## config.mk

```make
export PLATFORM = sky130hd
export DESIGN_NAME = i2c_xfer_seq
export DESIGN_NICKNAME = d
export VERILOG_FILES = /design/src/rtl/i2c_xfer_seq_pkg.sv /design/src/rtl/i2c_seq_wdog.sv /design/src/rtl/i2c_xfer_seq.sv
export SDC_FILE = /design/constraint.sdc
export NUM_CORES = 1
export LEC_CHECK = 0
export CORE_UTILIZATION = 42
export CTS_BUF_LIST = sky130_fd_sc_hd__clkbuf_2 sky130_fd_sc_hd__clkbuf_4 sky130_fd_sc_hd__clkbuf_8
export DETAILED_ROUTE_END_ITERATION = 12
export GPL_TIMING_DRIVEN = 0
export PLACE_DENSITY = 0.79
export SETUP_SLACK_MARGIN = 0.2
export SYNTH_ARGS = -nofsm -noshare
export SYNTH_HDL_FRONTEND = slang
export SYNTH_HIERARCHICAL = 1
export SYNTH_SLANG_ARGS = --single-unit
```

## constraint.sdc

```tcl
create_clock -name Clk -period 5.7 [get_ports Clk]
set_input_delay 0.57 -clock Clk [delete_from_list [all_inputs] [get_ports Clk]]
set_output_delay 0.57 -clock Clk [all_outputs]
set_load 0.01 [all_outputs]
```

## src/rtl/i2c_xfer_seq_pkg.sv

```systemverilog
// Shared I2C sequencer definitions: state encodings, R/W bit values and
// byte-controller command codes.
package i2c_xfer_seq_pkg;

  localparam int unsigned ADDR_W = 7;
  localparam int unsigned BYTE_W = 8;
  localparam int unsigned WDOG_W = 16;

  localparam logic RW_WRITE = 1'b0;
  localparam logic RW_READ  = 1'b1;

  typedef enum logic [3:0] {
    IDLE   = 4'd0,
    DEV_W  = 4'd1,
    REG_A  = 4'd2,
    WR_D   = 4'd3,
    DEV_R  = 4'd4,
    RD_D   = 4'd5,
    STOP_E = 4'd6,
    GAP    = 4'd7,
    FIN    = 4'd8
  } seq_state_e;

  typedef struct packed {
    logic start;
    logic stop;
    logic read;
    logic write;
    logic tx_ack;
  } i2c_cmd_t;

  localparam i2c_cmd_t CMD_NONE     = '0;
  localparam i2c_cmd_t CMD_START_WR = '{start: 1'b1, stop: 1'b0, read: 1'b0, write: 1'b1, tx_ack: 1'b0};
  localparam i2c_cmd_t CMD_WR       = '{start: 1'b0, stop: 1'b0, read: 1'b0, write: 1'b1, tx_ack: 1'b0};
  localparam i2c_cmd_t CMD_WR_STOP  = '{start: 1'b0, stop: 1'b1, read: 1'b0, write: 1'b1, tx_ack: 1'b0};
  localparam i2c_cmd_t CMD_RD_STOP  = '{start: 1'b0, stop: 1'b1, read: 1'b1, write: 1'b0, tx_ack: 1'b1};
  localparam i2c_cmd_t CMD_STOP     = '{start: 1'b0, stop: 1'b1, read: 1'b0, write: 1'b0, tx_ack: 1'b0};

  // Command levels presented to the byte controller while in a given state
  function automatic i2c_cmd_t cmd_for_state(input seq_state_e st);
    case (st)
      DEV_W:   return CMD_START_WR;
      REG_A:   return CMD_WR;
      WR_D:    return CMD_WR_STOP;
      DEV_R:   return CMD_START_WR;
      RD_D:    return CMD_RD_STOP;
      STOP_E:  return CMD_STOP;
      default: return CMD_NONE;
    endcase
  endfunction

  function automatic logic cmd_active(input i2c_cmd_t c);
    return c.start | c.stop | c.read | c.write;
  endfunction

endpackage

```

## src/rtl/i2c_seq_wdog.sv

```systemverilog
// Command watchdog: counts cycles while a byte command is pending and flags
// expiry at TO_CYCLES-1.
module i2c_seq_wdog
  import i2c_xfer_seq_pkg::*;
#(
  parameter int unsigned TO_CYCLES = 4096
) (
  input  logic Clk,
  input  logic Rst_n,
  input  logic run,
  output logic expired_c
);

  logic [WDOG_W-1:0] cnt_q;

  // Cleared whenever no command is driven, so each new command starts at 0
  always_ff @(posedge Clk or negedge Rst_n) begin
    if (!Rst_n) begin
      cnt_q <= '0;
    end else if (!run) begin
      cnt_q <= '0;
    end else if (cnt_q != '1) begin
      cnt_q <= cnt_q + WDOG_W'(1);
    end
  end

  assign expired_c = run && (cnt_q == WDOG_W'(TO_CYCLES - 1));

endmodule

```

## src/rtl/i2c_xfer_seq.sv

```systemverilog
// I2C register-transaction sequencer: drives a byte controller through a
// single-register write or read, with NACK, arbitration-loss and timeout aborts.
module i2c_xfer_seq
  import i2c_xfer_seq_pkg::*;
#(
  parameter int unsigned TO_CYCLES = 4096
) (
  input  logic              Clk,
  input  logic              Rst_n,
  input  logic              Req,
  input  logic              Rnw,
  input  logic [ADDR_W-1:0] Dev_addr,
  input  logic [BYTE_W-1:0] Reg_addr,
  input  logic [BYTE_W-1:0] Wdata,
  output logic              Start,
  output logic              Stop,
  output logic              Read,
  output logic              Write,
  output logic              Tx_ack,
  output logic [BYTE_W-1:0] Txd,
  input  logic              I2C_done,
  input  logic              Rx_ack,
  input  logic              I2C_al,
  input  logic [BYTE_W-1:0] Rxd,
  output logic              Busy,
  output logic              Done,
  output logic [BYTE_W-1:0] Rdata,
  output logic              Nack_err,
  output logic              Al_err,
  output logic              To_err
);

  seq_state_e        state_q, state_nxt;
  seq_state_e        ret_q, ret_nxt;
  logic              rnw_q, rnw_nxt;
  logic [ADDR_W-1:0] dev_q, dev_nxt;
  logic [BYTE_W-1:0] reg_q, reg_nxt;
  logic [BYTE_W-1:0] wdata_q, wdata_nxt;
  i2c_cmd_t          cmd_q, cmd_nxt;
  logic [BYTE_W-1:0] txd_q, txd_nxt;
  logic [BYTE_W-1:0] rdata_q, rdata_nxt;
  logic              busy_q, busy_nxt;
  logic              done_q, done_nxt;
  logic              nack_q, nack_nxt;
  logic              al_q, al_nxt;
  logic              to_q, to_nxt;
  logic              cmd_run_c;
  logic              wdog_exp_c;

  assign cmd_run_c = cmd_active(cmd_q);

  i2c_seq_wdog #(
    .TO_CYCLES (TO_CYCLES)
  ) u_wdog (
    .Clk       (Clk),
    .Rst_n     (Rst_n),
    .run       (cmd_run_c),
    .expired_c (wdog_exp_c)
  );

  always_ff @(posedge Clk or negedge Rst_n) begin
    if (!Rst_n) begin
      state_q <= IDLE;
      ret_q   <= IDLE;
      rnw_q   <= 1'b0;
      dev_q   <= '0;
      reg_q   <= '0;
      wdata_q <= '0;
      cmd_q   <= CMD_NONE;
      txd_q   <= '0;
      rdata_q <= '0;
      busy_q  <= 1'b0;
      done_q  <= 1'b0;
      nack_q  <= 1'b0;
      al_q    <= 1'b0;
      to_q    <= 1'b0;
    end else begin
      state_q <= state_nxt;
      ret_q   <= ret_nxt;
      rnw_q   <= rnw_nxt;
      dev_q   <= dev_nxt;
      reg_q   <= reg_nxt;
      wdata_q <= wdata_nxt;
      cmd_q   <= cmd_nxt;
      txd_q   <= txd_nxt;
      rdata_q <= rdata_nxt;
      busy_q  <= busy_nxt;
      done_q  <= done_nxt;
      nack_q  <= nack_nxt;
      al_q    <= al_nxt;
      to_q    <= to_nxt;
    end
  end

  // Next state plus registered outputs; outputs decode from the next state so
  // the GAP state is exactly one idle-command cycle between bytes.
  always_comb begin
    state_nxt = state_q;
    ret_nxt   = ret_q;
    rnw_nxt   = rnw_q;
    dev_nxt   = dev_q;
    reg_nxt   = reg_q;
    wdata_nxt = wdata_q;
    rdata_nxt = rdata_q;
    nack_nxt  = nack_q;
    al_nxt    = al_q;
    to_nxt    = to_q;

    if (state_q == IDLE) begin
      if (Req) begin
        state_nxt = DEV_W;
        rnw_nxt   = Rnw;
        dev_nxt   = Dev_addr;
        reg_nxt   = Reg_addr;
        wdata_nxt = Wdata;
        nack_nxt  = 1'b0;
        al_nxt    = 1'b0;
        to_nxt    = 1'b0;
      end
    end else if (I2C_al && state_q != FIN) begin
      state_nxt = FIN;
      al_nxt    = 1'b1;
    end else if (wdog_exp_c) begin
      state_nxt = FIN;
      to_nxt    = 1'b1;
    end else begin
      case (state_q)
        GAP: state_nxt = ret_q;
        FIN: state_nxt = IDLE;
        DEV_W, REG_A, DEV_R: begin
          if (I2C_done) begin
            state_nxt = GAP;
            if (Rx_ack) begin
              ret_nxt  = STOP_E;
              nack_nxt = 1'b1;
            end else if (state_q == DEV_W) begin
              ret_nxt = REG_A;
            end else if (state_q == REG_A) begin
              ret_nxt = (rnw_q == RW_READ) ? DEV_R : WR_D;
            end else begin
              ret_nxt = RD_D;
            end
          end
        end
        WR_D: begin
          if (I2C_done) begin
            state_nxt = FIN;
            if (Rx_ack) nack_nxt = 1'b1;
          end
        end
        RD_D: begin
          if (I2C_done) begin
            state_nxt = FIN;
            rdata_nxt = Rxd;
          end
        end
        STOP_E: begin
          if (I2C_done) state_nxt = FIN;
        end
        default: state_nxt = IDLE;
      endcase
    end

    cmd_nxt = cmd_for_state(state_nxt);
    case (state_nxt)
      DEV_W:   txd_nxt = {dev_nxt, RW_WRITE};
      REG_A:   txd_nxt = reg_nxt;
      WR_D:    txd_nxt = wdata_nxt;
      DEV_R:   txd_nxt = {dev_nxt, RW_READ};
      default: txd_nxt = '0;
    endcase
    busy_nxt = (state_nxt != IDLE) && (state_nxt != FIN);
    done_nxt = (state_nxt == FIN);
  end

  assign Start    = cmd_q.start;
  assign Stop     = cmd_q.stop;
  assign Read     = cmd_q.read;
  assign Write    = cmd_q.write;
  assign Tx_ack   = cmd_q.tx_ack;
  assign Txd      = txd_q;
  assign Rdata    = rdata_q;
  assign Busy     = busy_q;
  assign Done     = done_q;
  assign Nack_err = nack_q;
  assign Al_err   = al_q;
  assign To_err   = to_q;

endmodule

```

==> reports/metrics.yaml <==
run_status:
  status: "finished clean"
pwr:
  powerDensity_nw_per_um2: 458.0
  p_leak_uw: 0.001868
  vdd_drop_max_v: 0.0002403
drt:
  wl_per_cell_um: 15.73
  via_per_inst: 5.383
  routed_wl_mm: 7.392
  drc: 0
  dr_wl_met3_um: 407
  drt_iter0_markers: 92
  wl_met1_mm: 3.145
  wl_met2_mm: 3.737
  top_layer_used: "met4"
  antenna_left: 0
  vias: 2530
  first_pass_iters: 4
placement:
  dp_hpwl_mm: 5.258
  dp_cells: 454
  io_buffers: 63
  place.gp.congestion: 0.8692
worst_setup_path:
  regToRegSetupSlack_ps: 2290
  startpoint_type: "register"
  cp_common_cell: "nor2_1"
  cp-end-kind: "register"
  critPathKind: "register to register"
  worst-path-buf-inv: 2
  cp_max_fo: 10
  cpPeakStageDelay_ps: 910
  crit_chain: "clkbuf_2 -> or4_1 -> nor4_1 -> or3_1 -> nor2_1 -> nand3_2 -> inv_2 -> nor2_1 -> mux2_1"
  path_delay_family: "simple AND/OR/NAND/NOR gates"
  required_ps: 5920
  cpMaxStageDelayCell: "nor4_1"
  worstPathArrival_ps: 3630
synth:
  synth_cells: 289
  syn_nets: 328
  netlist_area_um2: 3382
  synthTopCellsByArea: "dfrtp_1, mux2_2, mux2i_1"
  synth-seq-cells: 72
  synth_edf_count: 0
  synthSimpleGateAreaFrac_pct: 14.24
  synth_top_area_share_pct: 53.27
  synth_xor_area_share_pct: 2.035
  synth_top_family_by_area: "simple AND/OR/NAND/NOR gates"
  synth_cell_type_count: 59
  syn_area_per_cell_um2: 11.70
  synth_compound_area_share_pct: 12.76
  yosysSeqAreaShare_pct: 53.27
  synth_top_area_cell: "dfrtp_1"
  yosys_most_used_dff: "dfrtp_1"
  yosys_warnings: 6
  synthAdderAreaFrac_pct: 0.3700
  ys_async_sr_fraction_pct: 100.0
  synth.area.mux_share_pct: 13.61
cells_and_area:
  utilization_pct: 55.83
  fin_cells: 470
  antenna_cells: 0
  drive_gt1_share_pct: 18.21
  nets: 402
  area_delta_synth_final_pct: 28.23
  layout_commonest_cell: "dfrtp_1"
  layout_common_cells: "dfrtp_1, clkdlybuf4s50_1, mux2_2"
  fill_cells: 703
clock_network:
  insertion_delay_ps: 350
  clk_pin_slew_ps: 80
  root_buffer: "clkbuf_8"
  post-cts-setup-buffers: 0
  cts-buffers-inserted: 9
  cts_hold_buf: 0
  cts_buffer_depth: 2
  cts_tree: "yes"
  cts_resized: 0
  cts_max_level: 3
  clock_sinks: 72
global_routing:
  grt-ovfl-total: 0
  grt_pass1_wl_mm: 12.21
  grt_max_degree: 73
  grt_pass1_vias: 2530
  antenna_found_initial: 0
  gr-usage-all-layers_pct: 18.87
sta:
  finalSetupViolCount: 0
  hold_viol: 0
  drv_slew: 0
  tightestPinTransition_ps: 1183
  tns_ps: 0
  fmax_ghz: 0.2936
  maxSlewHeadroom_pct: 20.39
  min_period_ps: 3406
  period_share_pct: 59.75
  rsz0062_at_grt: "false"
  finClkSkew_ps: 14.82
flow_run:
  cap_violations: 0
floorplanning:
  start_util_pct: 43.54
  die_y_um: 91.74
  io_pins: 64
  die_w_um: 91.74
  rows: 32
  core-area_um2: 7767
  dieArea_um2: 8415
worst_hold_path:
  hp-class: "primary input to asynchronous set/reset pin"
-- final timing paths --
path / startpoint / to / cells after the start
min reg2reg: reg_q[2] / reg_q[2] / 1
max: u_wdog/cnt_q[12] / Write / 9
min: Rst_n / u_wdog/cnt_q[10] / 1
min in group Clk: reg_q[2] / reg_q[2] / 1
max in group asynchronous: Rst_n / state_q[2] / 1
max reg2reg: u_wdog/cnt_q[12] / Write / 9
-- cells by family (layout without fill, tap and decap cells) --
logic type               Yosys count  after routing
buffers and inverters             24            103
adder cells (fa/ha/maj)            1              1
AO/OA/AOI/OAI                     60             60
XOR/XNOR                           7              7
multiplexers                      42             42
AND/OR/NAND/NOR                   83             83
flip-flops                        72             72
-- layer usage --
metal  up-vias  track usage, %
met5         -               0
met4         0           5.599
met3        14           7.297
met2        61           30.89
met1      1246           23.15
li1       1209               -
-- worst register-to-register path, stage by stage, from the launching register on --
cell	delay [ps]
dfrtp_1	370
clkbuf_2	160
or4_1	540
nor4_1	910
or3_1	350
nor2_1	90
nand3_2	190
inv_2	110
nor2_1	220
mux2_1	350
-- report_power, final --
part           switching [uW]  internal, uW
logic                     409           408
registers                76.7           683
clock network             200           209
-- area by class of cell --
class | instances | area (um2) | area share [%]
Clock inverter | 6 | 67.56 | 1.558
Sequential cell | 72 | 1802 | 41.55
Timing Repair Buffer | 63 | 628.1 | 14.48
Inverter | 10 | 37.54 | 0.8656
Buffer | 14 | 87.58 | 2.020
Clock buffer | 10 | 131.4 | 3.029
Tap cell | 102 | 127.6 | 2.943
Multi-Input combinational cell | 193 | 1455 | 33.55
-- flip-flops by register name, indices dropped and copies added (netlist names) --
name and cells:
Done 1, Rdata 8, wdata_q 8, reg_q 8, dev_q 7, To_err 1, ret_q 3, Al_err 1
rnw_q 1, Read 1, Txd 8, Busy 1, Write 1, Nack_err 1, Stop 1, state_q 4
Start 1, u_wdog/cnt_q 16
-- metrics by stage --
stage          power [uW]  setup slack (ps)  cell area [um2]  hold slack (ps)
3_3_place_gp         1553              1622             4140            472.1
2_1_floorplan        1301              2973             3382            274.4
3_5_place_dp         1592              2383             4138            479.2
6_report             1986              2294             4337            335.4
5_1_grt              2111              2098             4337            404.4
4_1_cts              2005              2363             4337            376.4
-- cell usage after synthesis (3+ instances only) --
cell type  count
a211oi_1       3
a21oi_1       18
a31oi_1        3
and2_1         8
and3_1         4
buf_2          5
clkbuf_1       3
dfrtp_1       72
inv_1          8
mux2_1         4
mux2_2        28
mux2i_1       10
nand2_1       18
nand3_1        6
nor2_1        16
nor3_1         5
o21ai_0        5
o2bb2ai_1      7
o31ai_1        5
or3_1          3
or4_1          7
xnor2_1        4
Note: power is estimated with default switching activity, not from simulation.
